File: config.mk
export PLATFORM = sky130hd
export DESIGN_NAME = im_boot_ctrl
export DESIGN_NICKNAME = d
export VERILOG_FILES = /design/src/rtl/im_boot_ctrl.sv
export SDC_FILE = /design/constraint.sdc
export NUM_CORES = 1
export LEC_CHECK = 0
export ABC_AREA = 1
export CAP_MARGIN = 20
export CORE_AREA = 2 2 117 74
export CTS_CLUSTER_DIAMETER = 50
export CTS_CLUSTER_SIZE = 25
export DETAILED_ROUTE_END_ITERATION = 6
export DIE_AREA = 0 0 119 76
export GPL_ROUTABILITY_DRIVEN = 0
export PLACE_DENSITY = 0.79
export SYNTH_ARGS = -nofsm -noshare
export SYNTH_HDL_FRONTEND = slang
export SYNTH_SLANG_ARGS = --single-unit
File: constraint.sdc
create_clock -name clk -period 2.5 [get_ports clk]
set_clock_uncertainty 0.1 [all_clocks]
set_input_delay 0.625 -clock clk [delete_from_list [all_inputs] [get_ports clk]]
set_output_delay 0.625 -clock clk [all_outputs]
set_load 0.02 [all_outputs]
File: src/rtl/im_boot_ctrl.sv
// Boot sequencer and sole owner of the instruction-memory port: optional zero-fill,
// program load from a valid/ready word stream, then hand-off to CPU fetch.
module im_boot_ctrl #(
  parameter int ADDR_W        = 9,
  parameter int DATA_W        = 32,
  parameter int DEPTH         = 512,
  parameter int CLEAR_ON_BOOT = 1
) (
  input  logic              clk,
  input  logic              rst,
  input  logic              reload,
  input  logic              ld_valid,
  input  logic [DATA_W-1:0] ld_data,
  input  logic              ld_last,
  output logic              ld_ready,
  input  logic [ADDR_W-1:0] fetch_pc,
  input  logic              fetch_en,
  output logic [DATA_W-1:0] fetch_instr,
  output logic              fetch_valid,
  output logic              cpu_stall,
  output logic [ADDR_W-1:0] im_a,
  output logic              im_we,
  output logic [DATA_W-1:0] im_d,
  input  logic [DATA_W-1:0] im_spo,
  output logic [ADDR_W:0]   load_count,
  output logic              overflow
);

  typedef enum logic [1:0] {CLEAR, LOAD, RUN} state_t;

  localparam state_t            BOOT_STATE = (CLEAR_ON_BOOT != 0) ? CLEAR : LOAD;
  localparam logic [ADDR_W-1:0] LAST_ADDR  = ADDR_W'(DEPTH - 1);
  localparam logic [ADDR_W:0]   FULL_COUNT = (ADDR_W + 1)'(DEPTH);

  state_t            state;
  logic [ADDR_W-1:0] ptr;
  logic              handshake;

  assign handshake = (state == LOAD) && ld_valid && ld_ready;

  // The IM is async-read, so in RUN the fetch address must reach it combinationally.
  always_comb begin
    im_we = 1'b0;
    im_a  = ptr;
    im_d  = '0;
    if (state == RUN) begin
      im_a = fetch_pc;
    end else if (state == LOAD) begin
      im_d = ld_data;
    end
    if (!rst) begin
      im_we = (state == CLEAR) || handshake;
    end
  end

  always_ff @(posedge clk) begin
    if (rst) begin
      state       <= BOOT_STATE;
      ptr         <= '0;
      load_count  <= '0;
      overflow    <= 1'b0;
      fetch_valid <= 1'b0;
      fetch_instr <= '0;
      cpu_stall   <= 1'b1;
      ld_ready    <= 1'b0;
    end else begin
      case (state)
        CLEAR: begin
          ptr <= ptr + 1'b1;
          if (ptr == LAST_ADDR) begin
            ptr      <= '0;
            state    <= LOAD;
            ld_ready <= 1'b1;
          end
        end

        LOAD: begin
          // Coming straight out of reset without a clear pass, ld_ready rises one cycle late.
          if (!ld_ready) begin
            ld_ready <= 1'b1;
          end else if (ld_valid) begin
            ptr <= ptr + 1'b1;
            if (load_count != FULL_COUNT) begin
              load_count <= load_count + 1'b1;
            end
            if (ld_last || (ptr == LAST_ADDR)) begin
              state     <= RUN;
              ld_ready  <= 1'b0;
              cpu_stall <= 1'b0;
              overflow  <= !ld_last;
            end
          end
        end

        RUN: begin
          if (reload) begin
            state       <= BOOT_STATE;
            ptr         <= '0;
            load_count  <= '0;
            overflow    <= 1'b0;
            cpu_stall   <= 1'b1;
            fetch_valid <= 1'b0;
            ld_ready    <= (BOOT_STATE == LOAD);
          end else begin
            fetch_valid <= fetch_en;
            if (fetch_en) begin
              fetch_instr <= im_spo;
            end
          end
        end

        default: begin
          state <= BOOT_STATE;
        end
      endcase
    end
  end

endmodule

==> flow_metrics.tcl <==
set metrics [dict create \
    status "completed" \
    fin_setup_tns_ns 0 \
    grt_overflow 0 \
    critical-path-top-delay-family "buffers and inverters" \
    final_common_cell "nand2_1" \
    async_flop_share_pct 0 \
    io_pins 167 \
    drt_pass1_iterations 4 \
    fillers 713 \
    routedWlPerCell_microns 12.2 \
    switching_share_pct 25.6 \
    grt_start_max_net_pins 42 \
    seqPwrFrac_pct 36.2 \
    yosysSeqAreaShare_pct 37.8 \
    pwr_density_cell_nw_per_um2 515 \
    worstPathMaxFanout 2 \
    yosysTopAreaCell "dfxtp_1" \
    dp_hpwl_microns 6880 \
    cts_root_buf "clkbuf_16" \
    critPathSlowestCell "clkdlybuf4s50_1" \
    yosysTopAreaCellShare_pct 37.8 \
    fmax_ghz 0.412 \
    max_cap_viol_count 0 \
    crit_required_ns 1.77 \
    final_layout_size_suffix_gt1_share_pct 9.08 \
    vias 3501 \
    relSlewSlack_pct 71.2 \
    clk_pin_slew_ns 0.05 \
    utilization_pct 62.7 \
    routed_wl_microns 9130 \
    crit_type "input port to output pin" \
    cts_tree "done" \
    postCtsHoldBufs 0 \
    buffer_ports.inserted 166 \
    htreeDepth 3 \
    synth_edf_count 0 \
    critPathArrivalTime_ns 1.70 \
    combPwrFrac_pct 17.1 \
    hold_viol_final 0 \
    p_switching_uw 669 \
    cp-end-kind "output pin" \
    final_cell_mix "137 x nand2_1, 124 x clkdlybuf4s50_1, 72 x nor2_1" \
    p_int_uw 1950 \
    die_y_microns 76 \
    yosys-top-cells-area "dfxtp_1 38%, nand2_1 17%, nor2_1 8.9%, nand3_1 8.6%, a21oi_1 7.5%" \
    whs_endpoint "fetch_instr[25]$_SDFFE_PP0P_" \
    max_stage_delay_ns 0.46 \
    clock_sinks 57 \
    die_area_sq_um 9040 \
    tightest_slew_ns 0.432 \
    min_delay_path_depth 2 \
    drv_slew 0 \
    ant_nets 0 \
    clock_path_buffers 2 \
    initial_core_util_pct 37.3 \
    post-cts-setup-buffers 0 \
    r2r_start "ptr[0]$_SDFFE_PP0P_" \
    regArea_sq_um 1140 \
    antenna_found_initial 0 \
    antenna_cells 0 \
    setup_viol 0 \
    p_leak_uw 0.00208 \
    rsz0062_at_grt "false" \
    rrSetupSlack_ns 0.26 \
    netlist_area_sq_um 3020 \
    start_kind "input port" \
    synth_cells 469 \
    clk_latency_ns 0.32 \
    min_path_type "flop to flop" \
    layout.nets 721 \
    dpl.cell_count 735 \
    area_growth_pct 68.2 \
    r2r_end "cpu_stall$_SDFFE_PP1P_" \
    synth_cell_types 28 \
    hp-start "fetch_instr[25]$_SDFFE_PP0P_" \
    reg2reg_depth 13 \
    cp_cell_sequence "clkdlybuf4s50_1 > nand2_1 > nor2_1 > o21a_1 > clkdlybuf4s15_1" \
    multiInputGateArea_sq_um 1640 \
    core_sq_um 8100 \
    die_x_microns 119 \
    finalPower_uw 2610 \
    numCtsBuffers 9 \
    num_rows 26 \
    layout_min_cycle_time_ns 2.43 \
    yosys_most_used_dff "dfxtp_1" \
    hold_slack_ns 0.361 \
    grt_pass1_vias 3171 \
    fin_crit_sh_pct 97.2 \
    drt_iter0_markers 186 \
    post-route-drc-count 0 \
    ir_worst_vdd_mv 0.321 \
    grt_pass1_wl_microns 14900 \
    post_drt_via_cell_ratio 4.66 \
    synth-seq-cells 57 \
    crit_buf_inv 2 \
    syn_nets 556 \
    yosys_warnings 0 \
    clkPwrFrac_pct 46.7 \
    synth.avg_cell_area_sq_um 6.44 \
    instances_no_fill 751 \
    gr-usage-all-layers_pct 19.9 \
]
==> logic make-up after synthesis <==
logic type / Yosys count / share of synthesized area (%)
adder cells (fa/ha/maj): 8 / 3.31
buffers and inverters: 60 / 8.20
AO/OA/AOI/OAI: 62 / 10.6
XOR/XNOR: 2 / 0.580
flip-flops: 57 / 37.8
AND/OR/NAND/NOR: 280 / 39.6
==> through the flow <==
stage	worst slack, ns	instance area [sq um]
floorplan	0.335	3020
global placement	-0.217	4830
detailed placement	-0.237	4830
CTS	0.0340	5090
global route	0.00106	5080
finish	0.0704	5080
==> area by class of cell <==
| class | instances | area share (%) |
|---|---|---|
| clock inverter | 6 | 1.31 |
| timing repair buffer | 179 | 33.9 |
| multi-input combinational | 352 | 32.2 |
| inverter | 35 | 2.63 |
| tap | 112 | 2.76 |
| clock buffer | 10 | 4.70 |
| sequential | 57 | 22.5 |
==> cell usage after synthesis (2+ instances only) <==
master    number
xor2_1         2
nand2_4        3
clkbuf_1      16
inv_1         29
nand3_1       52
nand2_2        4
ha_1           8
a21oi_1       45
inv_2          5
o21ai_0       14
nor2_2         3
buf_2          7
nor3_1         3
nand2_1      137
dfxtp_1       57
nor2_1        72
==> power groups by stage <==
stage | Clock [uW] | Sequential [uW] | Combinational (uW)
detailed placement | 0 | 964 | 473
finish | 1220 | 946 | 447
CTS | 1250 | 945 | 448
global placement | 0 | 964 | 469
global route | 1300 | 948 | 488
floorplan | 0 | 970 | 210
==> timing repair <==
| item | CTS | global route |
|---|---|---|
| resized for setup | 43 | 25 |
| setup endpoints to repair | 42 | 18 |
| pin swaps | 0 | 0 |
==> worst max-delay path by stage <==
stage	endpoint	slack, ns	from	cells past startpoint
3_5_place_dp	im_we	-0.24	ld_valid	5
2_1_floorplan	im_a[0]	0.33	state[0]$_SDFFE_PP0P_	5
5_1_grt	im_d[10]	0.001	state[0]$_SDFFE_PP0P_	5
4_1_cts	im_we	0.03	ld_valid	5
6_report	im_we	0.07	ld_valid	5
3_3_place_gp	im_we	-0.22	ld_valid	5
==> worst min-delay path, cell delays in order (launching register included) <==
cell     delay, ns
dfxtp_1       0.30
nand2_1       0.06
a21oi_1       0.05
==> per-layer routing <==
| layer | vias up | share of wire [%] | track usage (%) |
|---|---|---|---|
| met5 | - | 0 | 0 |
| met4 | 0 | 1.1 | 5.12 |
| met3 | 10 | 6.9 | 5.69 |
| met2 | 114 | 46 | 32.5 |
| met1 | 1550 | 46 | 25.9 |
| li1 | 1827 | - | - |
==> registers in the layout (all words and copies together), names as in the netlist <==
name	cells
cpu_stall	1
fetch_instr	32
fetch_valid	1
ld_ready	1
load_count	10
overflow	1
ptr	9
state	2
No activity file was read; power rests on OpenSTA's default activity.
